## config.mk

```make
export PLATFORM = sky130hd
export DESIGN_NAME = enemy_array_ctrl
export DESIGN_NICKNAME = d
export VERILOG_FILES = /design/src/rtl/game_pkg.sv /design/src/rtl/axis_step.sv /design/src/rtl/enemy_array_ctrl.sv
export SDC_FILE = /design/constraint.sdc
export NUM_CORES = 1
export LEC_CHECK = 0
export BUFFER_PORTS_ARGS = -buffer_cell sky130_fd_sc_hd__buf_4
export CORE_MARGIN = 2
export CORE_UTILIZATION = 55
export CTS_CLUSTER_DIAMETER = 100
export DETAILED_ROUTE_END_ITERATION = 7
export MAX_ROUTING_LAYER = met4
export PLACE_DENSITY_LB_ADDON = 0.08
export SKIP_LAST_GASP = 1
export SLEW_MARGIN = 20
export SYNTH_ARGS = -nofsm -noshare
export SYNTH_HDL_FRONTEND = slang
export SYNTH_SLANG_ARGS = --single-unit
```

## constraint.sdc

```tcl
create_clock -name clk -period 5.5 [get_ports clk]
set_input_delay 0 -clock clk [delete_from_list [all_inputs] [get_ports clk]]
set_output_delay 0 -clock clk [all_outputs]
set_load 0.05 [all_outputs]
```

## src/rtl/game_pkg.sv

```systemverilog
// Shared play-field constants, sweep FSM states and the enemy entry layout.
// Also holds the inclusive box-overlap test used for player and enemy collisions.
package game_pkg;

  localparam int SCREEN_W_DEF = 160;
  localparam int SCREEN_H_DEF = 120;
  localparam int PLAYER_W_DEF = 3;

  typedef enum logic [1:0] {ST_WAIT, ST_UPD, ST_COLL, ST_DONE} state_t;

  typedef struct packed {
    logic [7:0] x;
    logic [6:0] y;
    logic [2:0] w;
    logic [2:0] dx;
    logic [2:0] dy;
    logic       left;
    logic       up;
  } enemy_t;

  // A box covers [pos, pos+size-1] on each axis; touching pixels count as overlap.
  function automatic logic boxes_overlap(input logic [9:0] ax, input logic [9:0] ay,
                                         input logic [9:0] aw, input logic [9:0] bx,
                                         input logic [9:0] by, input logic [9:0] bw);
    return (ax < bx + bw) && (bx < ax + aw) && (ay < by + bw) && (by < ay + aw);
  endfunction

endpackage

```

## src/rtl/axis_step.sv

```systemverilog
// One-axis bounce step: moves pos by delta toward 0 or toward limit, clamping and flipping at the walls.
// Purely combinational; far-edge arithmetic is one bit wider than the position.
module axis_step #(
  parameter int W = 8
) (
  input  logic [W-1:0] pos_i,
  input  logic [2:0]   delta_i,
  input  logic [2:0]   size_i,
  input  logic         dir_i,
  input  logic [W-1:0] limit_i,
  output logic [W-1:0] pos_o,
  output logic         dir_o
);

  localparam int W1 = W + 1;

  logic [W:0]   far_edge;
  logic [W-1:0] delta_ext;
  logic [W-1:0] size_ext;

  always_comb begin
    delta_ext = W'(delta_i);
    size_ext  = W'(size_i);
    far_edge  = {1'b0, pos_i} + W1'(size_i) + W1'(delta_i);
    pos_o     = pos_i;
    dir_o     = dir_i;
    if (dir_i) begin
      // dir_i=1 means moving toward zero (left / up)
      if (pos_i <= delta_ext) begin
        pos_o = '0;
        dir_o = 1'b0;
      end else begin
        pos_o = pos_i - delta_ext;
      end
    end else if (far_edge > {1'b0, limit_i}) begin
      pos_o = limit_i - size_ext;
      dir_o = 1'b1;
    end else begin
      pos_o = pos_i + delta_ext;
    end
  end

endmodule

```

## src/rtl/enemy_array_ctrl.sv

```systemverilog
// Enemy array: per tick, sweeps movement then player collision one enemy per cycle; move pulses 2*N_ENEMY+1 cycles after the tick.
// ENEMY_BOUNCE_EN adds pairwise enemy-enemy bounce during the collision sweep; no backpressure, play=0 only holds the tick counter.
module enemy_array_ctrl
  import game_pkg::*;
#(
  parameter int N_ENEMY  = 4,
  parameter int RATE_DIV = 1000000,
  parameter int SCREEN_W = SCREEN_W_DEF,
  parameter int SCREEN_H = SCREEN_H_DEF,
  parameter int PLAYER_W = PLAYER_W_DEF,
  localparam int IW = (N_ENEMY > 1) ? $clog2(N_ENEMY) : 1
) (
  input  logic               clk,
  input  logic               resetn,
  input  logic               play,
  input  logic               load_level,
  input  logic               cfg_we,
  input  logic [IW-1:0]      cfg_idx,
  input  logic [7:0]         cfg_x,
  input  logic [6:0]         cfg_y,
  input  logic [2:0]         cfg_w,
  input  logic [2:0]         cfg_dx,
  input  logic [2:0]         cfg_dy,
  input  logic               cfg_left,
  input  logic               cfg_up,
  input  logic [7:0]         player_x,
  input  logic [6:0]         player_y,
  input  logic               hit_clear,
  input  logic [IW-1:0]      rd_idx,
  output logic [7:0]         rd_x,
  output logic [6:0]         rd_y,
  output logic [2:0]         rd_w,
  output logic               move,
  output logic               player_hit,
  output logic [N_ENEMY-1:0] hit_mask
);

  localparam int CW = (RATE_DIV > 1) ? $clog2(RATE_DIV) : 1;
  localparam logic [CW-1:0] CNT_LAST = CW'(RATE_DIV - 1);
  localparam logic [IW-1:0] IDX_LAST = IW'(N_ENEMY - 1);

  state_t             state_q, state_d;
  logic [CW-1:0]      cnt_q, cnt_d;
  logic [IW-1:0]      idx_q, idx_d;
  enemy_t             shadow_q [N_ENEMY];
  enemy_t             shadow_d [N_ENEMY];
  enemy_t             live_q   [N_ENEMY];
  enemy_t             live_d   [N_ENEMY];
  logic [N_ENEMY-1:0] hit_mask_q, hit_mask_d;
  logic               player_hit_q, player_hit_d;
  logic [7:0]         rd_x_q;
  logic [6:0]         rd_y_q;
  logic [2:0]         rd_w_q;

  enemy_t     cur;
  logic [7:0] nx;
  logic [6:0] ny;
  logic       nleft, nup;
  logic       cur_hits_player;

  assign cur = live_q[idx_q];

  axis_step #(.W(8)) u_step_x (
    .pos_i(cur.x), .delta_i(cur.dx), .size_i(cur.w), .dir_i(cur.left),
    .limit_i(8'(SCREEN_W)), .pos_o(nx), .dir_o(nleft)
  );

  axis_step #(.W(7)) u_step_y (
    .pos_i(cur.y), .delta_i(cur.dy), .size_i(cur.w), .dir_i(cur.up),
    .limit_i(7'(SCREEN_H)), .pos_o(ny), .dir_o(nup)
  );

  assign cur_hits_player = (cur.w != 3'd0) &&
    boxes_overlap({2'b0, cur.x}, {3'b0, cur.y}, {7'b0, cur.w},
                  {2'b0, player_x}, {3'b0, player_y}, 10'(PLAYER_W));

  always_comb begin
    state_d      = state_q;
    cnt_d        = cnt_q;
    idx_d        = idx_q;
    shadow_d     = shadow_q;
    live_d       = live_q;
    hit_mask_d   = hit_mask_q;
    player_hit_d = player_hit_q;

    if (cfg_we && !play && (int'(cfg_idx) < N_ENEMY)) begin
      shadow_d[cfg_idx] = '{x: cfg_x, y: cfg_y, w: cfg_w, dx: cfg_dx,
                            dy: cfg_dy, left: cfg_left, up: cfg_up};
    end

    // Clear first so a hit found this same cycle survives
    if (hit_clear) begin
      hit_mask_d   = '0;
      player_hit_d = 1'b0;
    end

    case (state_q)
      ST_WAIT: begin
        if (play) begin
          if (cnt_q == CNT_LAST) begin
            cnt_d   = '0;
            idx_d   = '0;
            state_d = ST_UPD;
          end else begin
            cnt_d = cnt_q + 1'b1;
          end
        end
      end
      ST_UPD: begin
        if (cur.w != 3'd0) begin
          live_d[idx_q].x    = nx;
          live_d[idx_q].y    = ny;
          live_d[idx_q].left = nleft;
          live_d[idx_q].up   = nup;
        end
        if (idx_q == IDX_LAST) begin
          idx_d   = '0;
          state_d = ST_COLL;
        end else begin
          idx_d = idx_q + 1'b1;
        end
      end
      ST_COLL: begin
        if (cur_hits_player) begin
          hit_mask_d[idx_q] = 1'b1;
          player_hit_d      = 1'b1;
        end
`ifdef ENEMY_BOUNCE_EN
        for (int j = 0; j < N_ENEMY; j++) begin
          if (j > int'(idx_q) && cur.w != 3'd0 && live_q[j].w != 3'd0 &&
              boxes_overlap({2'b0, cur.x}, {3'b0, cur.y}, {7'b0, cur.w},
                            {2'b0, live_q[j].x}, {3'b0, live_q[j].y}, {7'b0, live_q[j].w})) begin
            live_d[j].left     = ~live_d[j].left;
            live_d[j].up       = ~live_d[j].up;
            live_d[idx_q].left = ~live_d[idx_q].left;
            live_d[idx_q].up   = ~live_d[idx_q].up;
          end
        end
`endif
        if (idx_q == IDX_LAST) begin
          idx_d   = '0;
          state_d = ST_DONE;
        end else begin
          idx_d = idx_q + 1'b1;
        end
      end
      ST_DONE: state_d = ST_WAIT;
      default: state_d = ST_WAIT;
    endcase

    // Level load aborts any sweep in flight
    if (load_level) begin
      live_d       = shadow_q;
      cnt_d        = '0;
      idx_d        = '0;
      hit_mask_d   = '0;
      player_hit_d = 1'b0;
      state_d      = ST_WAIT;
    end
  end

  always_ff @(posedge clk) begin
    if (!resetn) begin
      state_q      <= ST_WAIT;
      cnt_q        <= '0;
      idx_q        <= '0;
      hit_mask_q   <= '0;
      player_hit_q <= 1'b0;
      rd_x_q       <= '0;
      rd_y_q       <= '0;
      rd_w_q       <= '0;
      for (int i = 0; i < N_ENEMY; i++) begin
        shadow_q[i] <= '0;
        live_q[i]   <= '0;
      end
    end else begin
      state_q      <= state_d;
      cnt_q        <= cnt_d;
      idx_q        <= idx_d;
      hit_mask_q   <= hit_mask_d;
      player_hit_q <= player_hit_d;
      shadow_q     <= shadow_d;
      live_q       <= live_d;
      if (int'(rd_idx) < N_ENEMY) begin
        rd_x_q <= live_q[rd_idx].x;
        rd_y_q <= live_q[rd_idx].y;
        rd_w_q <= live_q[rd_idx].w;
      end else begin
        rd_x_q <= '0;
        rd_y_q <= '0;
        rd_w_q <= '0;
      end
    end
  end

  assign rd_x       = rd_x_q;
  assign rd_y       = rd_y_q;
  assign rd_w       = rd_w_q;
  assign move       = (state_q == ST_DONE);
  assign player_hit = player_hit_q;
  assign hit_mask   = hit_mask_q;

endmodule

```

; ---- Word level (Yosys, flattened, before mapping)
; Cells that the tools add are included.
[classes]
order_cmp = 15
eq_ne = 9
n_mux = 54
add_sub_neg = 16
bitwise = 5
n_reduce_logical = 20
[ops]
columns = operator, n
row1 = $bwmux W104, 5
row2 = $mux W104, 3
row3 = $demux W26 S2, 5
row4 = $mux W26, 6
row5 = $bmux W26 S2, 2
row6 = $mux W8, 3
row7 = $mux W7, 3
row8 = $add A20 B1 Y20 const B, 1
row9 = $eq A20 B20 Y1 const B, 1
row10 = $mux W20, 1
row11 = $add A8 B3 Y9, 2
row12 = $lt A8 B9 Y1, 2
row13 = $mux W18, 1
row14 = $add A7 B3 Y8, 2
row15 = $add A8 B3 Y8, 2
row16 = $lt A7 B8 Y1, 2
row17 = $mux W2, 8
row18 = $mux W4, 3
row19 = $mux W1, 11
row20 = $add A8 B2 Y9 const B, 1
row21 = $add A9 B3 Y9, 1
row22 = $ge A3 B3 Y1 const B, 3
row23 = $gt A9 B8 Y1 const B, 1
row24 = $not A2 Y3, 3
row25 = other kinds (30), 47
[totals]
inputBits = 51
output_inout_bits = 24
ff_bits = 255
wordCells = 183

; ---- Logic depth before layout (Yosys ltp)
[logic_depth]
depth_word = 16
mapped_depth = 19
ltp_nobuf = 15

; ---- By module
; Synthesis repeated with hierarchy kept, for this count alone.
[unflattened]
cells_unflattened = 1518
area_unflattened_um2 = 14458.9
[modules_own_cells]
columns = mod, cells_each, instances, area_per_inst_um2
row1 = enemy_array_ctrl, 1210, 1, 12017.8
row2 = axis_step (u_step_x), 165, 1, 1303.8
row3 = axis_step (u_step_y), 143, 1, 1137.3

; ---- Worst setup path before layout
; OpenSTA, ideal clock, no wires.
[synth_path]
path_kind = register to register
from = register idx_q[0]
to = register live_q[20] (netlist bit)
setup_ns = 0.122
arrival_time_ns = 4.940
path_stages_with_launch = 17
path_slack_ns = 0.438
path_buffers = 4
path_cell_list = dfxtp_1 > buf_4 > buf_2 > buf_1 > mux4_2 > fa_1 > ha_1 > inv_1 > fa_1 > inv_1 > maj3_2 > nand3_1 > a311o_1 > a31o_2 > buf_6 > mux2_4 > o311a_1
[synth_between]
elab_chain_len = 16
elab_cells_between_ends = 32
cone_classes = add/sub (5) / order compare (4) / mux (18) / bitwise (1) / reduce/logical (4)
[synth_lines]
columns = element, line_no
row1 = start: declaration, enemy_array_ctrl.sv:44  ; logic [IW-1:0] idx_q, idx_d;
row2 = start signal: assignment, enemy_array_ctrl.sv:179  ; idx_q <= idx_d;
row3 = $not A2 Y3 (not written as such) *, -
row4 = $bmux W26 S2, enemy_array_ctrl.sv:61  ; assign cur = live_q[idx_q];
row5 = $mux W26 (not written as such) (2 in series), enemy_array_ctrl.sv:61
row6 = $add A8 B3 Y9, axis_step.sv:24  ; far_edge = {1'b0, pos_i} + W1'(size_i) + W1'(delta_i);
row7 = $add A9 B3 Y9, axis_step.sv:24
row8 = $gt A9 B8 Y1, axis_step.sv:35  ; end else if (far_edge > {1'b0, limit_i}) begin
row9 = $mux W8, axis_step.sv:35
row10 = $mux W8, axis_step.sv:27  ; if (dir_i) begin
row11 = $bwmux W104, enemy_array_ctrl.sv:111  ; live_d[idx_q].x = nx;
row12 = $bwmux W104, enemy_array_ctrl.sv:112  ; live_d[idx_q].y = ny;
row13 = $bwmux W104, enemy_array_ctrl.sv:113  ; live_d[idx_q].left = nleft;
row14 = $bwmux W104, enemy_array_ctrl.sv:114  ; live_d[idx_q].up = nup;
row15 = $mux W104, enemy_array_ctrl.sv:110  ; if (cur.w != 3'd0) begin
row16 = $mux W104, enemy_array_ctrl.sv:97  ; case (state_q)
row17 = $mux W104, enemy_array_ctrl.sv:152  ; if (load_level) begin
row18 = end signal: assignment, enemy_array_ctrl.sv:183  ; live_q <= live_d;
row19 = end: declaration, enemy_array_ctrl.sv:47  ; enemy_t live_q [N_ENEMY];
; Mark *: on every way between the ends. The rest lies on a longest branch, timed or not. The select of a mux whose other input is x is not followed.
; A chain may end at the register's enable or synchronous reset.

; ---- Worst setup path in the final report
[layout_path]
from = register idx_q[0]
to = register live_q[23] (netlist bit)
; Same word-level chain as after synthesis.

==> impl_metrics.yaml <==
floorplan:
  row_count: 56
  core-area_um2: 23400
  ioPinCount: 75
  dieArea_um2: 25000
  die_x_um: 158
  initial_utilization_pct: 55.9
  dieHeight_um: 158
status:
  status: "complete, no violations"
sta:
  fin_crit_ns: 4.88
  setup_tns_ns: 0
  fmax_mhz: 205
  slew_headroom_pct: 26.2
  setup_viol: 0
  worst_slew_pin_slew_ns: 1.11
  finalHoldViolCount: 0
  fin_ws_ns: 0.623
  min_period_over_period_pct: 88.7
  slew_viol_final: 0
  clock_skew_ns: 0.0446
  rsz0062_at_grt: "no"
placed_design:
  dp_hpwl_um: 24600
  dpl_cell_area_um2: 13800
  placed_cells: 1784
  globalplace.congestion: 0.904
  place_ws_ns: 0.677
  port_buffers: 74
global_route:
  grt-ovfl-total: 0
  grt_usage_pct: 32.1
  grt_pass1_wl_um: 59800
  antenna_found_initial: 0
  grt_pass1_vias: 10700
  grt_max_degree: 86
power_and_ir_drop:
  p_leak_nw: 5.76
  p_per_area_nw_per_um2: 272
  vdd_ir_drop_max_uv: 344
  finalPower_mw: 4.10
job:
  maxCapViolCount: 0
critical_path:
  path_max_fanout: 21
  rr_startpoint: "idx_q[0]"
  crit_path_max_incr_delay_ns: 0.83
  crit_chain: "buf_4 -> mux4_2 -> inv_1 -> fa_1 -> inv_1 -> ha_1 -> inv_1 -> fa_1 -> inv_1 -> maj3_2 -> nor4b_1 -> a311o_1 -> a31o_2 -> and3_1 -> or2_1 -> o311a_1"
  setup.worst_path.end_class: "flop"
  slowest_stage: "dfxtp_2"
  crit_required_ns: 5.91
  cpMostUsedCell: "inv_1"
  cpLargestDelayFamily: "compound AO/OA/AOI/OAI gates"
  path_class: "flop to flop"
  cp.buffers_inverters: 5
  startpoint: "idx_q[0]"
  critPathArrivalTime_ns: 5.29
  start_kind: "flop"
clock_tree:
  clkTransAtPathRegs_ns: 0.06
  cts_tree: "done"
  cts-buffers-inserted: 28
  cts_resized: 0
  clockBufferDepth: 3
  cts-root-buf: "clkbuf_16"
  cts_sinks: 255
  clkLatencyLatePin_ns: 0.57
  htreeDepth: 1
detailed_routing:
  viasPerCell: 6.04
  vias: 11300
  drtAntennaViolNets: 0
  wl_per_cell_um: 20.7
  first_pass_iters: 5
  first_iter_violations: 1138
  drcViolationCount: 0
  drt_wl_total_um: 38600
final_layout:
  final_area_um2: 15100
  final_nets: 1655
  diodes: 0
  final_cell_count_no_fill: 1864
  final_cell_mix: "nand2_1, dfxtp_1, a21oi_1"
  fill_cells: 2007
  drive_above_1_share_pct: 12.8
  final_common_cell: "nand2_1"
  syn_to_final_growth_pct: 15.5
yosys:
  synth_area_leaders: "dfxtp_1, nand2_1, mux4_2"
  netlist_instances: 1468
  yosysTopAreaCell: "dfxtp_1"
  synth_ff_type: "dfxtp_1"
  synth_edf_count: 0
  yosysSeqAreaShare_pct: 39.0
  netlist_area_um2: 13100
  ys_ff_latch: 255
  syn_avg_cell_area_um2: 8.91
  async_reset_ff_share_pct: 0
  synth_top_area_share_pct: 39.0
  ys_warn_count: 0
  syn-num-nets: 1595
  yosysUniqueCellTypes: 74
worst_hold_path:
  hold_path_class: "input pin to flop"
  hold_start: "rd_idx[1]"
==> routing by layer <==
metal  up-vias  part of all wire [%]  wire length, um  track usage (%)
li1       5325                     -                -                -
met1      5397                    44            16900             44.2
met2       478                    45            17200             48.2
met3        58                   9.3             3580             7.04
met4         0                   2.1              828             7.89
met5         -                     0                0                -
==> final cells by class <==
type                            instances  area (um^2)  area share, %
Clock buffer                           35          767           5.08
Multi-Input combinational cell       1076         7470           49.5
Inverter                               45          171           1.13
Sequential cell                       255         5110           33.8
Clock inverter                         12          175           1.16
Tap cell                              319          399           2.64
Timing Repair Buffer                  122         1010           6.69
==> power by group <==
| group | leakage [nW] | switching (mW) | internal, mW | total [mW] |
|---|---|---|---|---|
| Combinational | 3.25 | 0.184 | 0.116 | 0.299 |
| Sequential | 2.06 | 0.0172 | 1.88 | 1.89 |
| Clock | 0.452 | 0.780 | 1.13 | 1.91 |
==> sequential cells by signal (all words and copies together), names as in the netlist <==
signal,flops
rd_y,7
state_q,2
live_q,104
shadow_q,104
hit_mask,4
player_hit,1
cnt_q,20
rd_w,3
rd_x,8
idx_q,2
==> metrics by stage <==
| stage | hold slack (ns) | utilization [%] |
|---|---|---|
| after floorplan | 0.136 | - |
| after global placement | 0.276 | 59.1 |
| after detailed placement | 0.279 | 59.1 |
| after CTS | 0.0401 | 64.5 |
| after global routing | 0.0661 | 64.5 |
| final | 0.0584 | 64.5 |
==> Yosys cell counts, drive strengths merged (7+ instances only) <==
library cell,number
ha,62
xnor2,24
o21ai,43
o311a,7
a21o,17
xor2,30
nor2b,11
a31oi,9
or3,7
inv,45
a22oi,27
nor2,121
nand4,9
dfxtp,255
buf,16
a21oi,143
a222oi,18
mux4,43
nand3,12
mux2i,42
clkbuf,76
o22ai,17
o21a,11
and2,24
nand2b,11
fa,14
a22o,10
nor3,9
and3,18
nand2,264
==> worst paths after layout <==
check                                     to  slack (ns)  cells after the start
worst max register to register    live_q[23]        0.62                     16
worst min register to register  shadow_q[83]        0.45                      2
worst max-delay path              live_q[23]        0.62                     16
worst min-delay path                 rd_w[0]        0.06                      3
==> kinds of logic after synthesis <==
| logic type | count (synthesis) | share of synthesized area, % |
|---|---|---|
| AND/OR/NAND/NOR | 508 | 17.0 |
| AO/OA/AOI/OAI | 349 | 17.2 |
| flip-flops | 255 | 39.0 |
| adder cells (fa/ha/maj) | 78 | 8.24 |
| multiplexers | 87 | 10.8 |
| buffers and inverters | 137 | 4.06 |
| XOR/XNOR | 54 | 3.62 |
==> tightest hold or removal path: stages <==
cell and delay [ns]:
buf_4 0.23, mux4_2 0.25, and2_1 0.11
==> repair_timing <==
action | 4_1_cts | 5_1_grt
setup buffers | 0 | 0
hold endpoints to repair | 131 | 0
hold buffers | 33 | 0
Power figures use the tool's default switching activity.
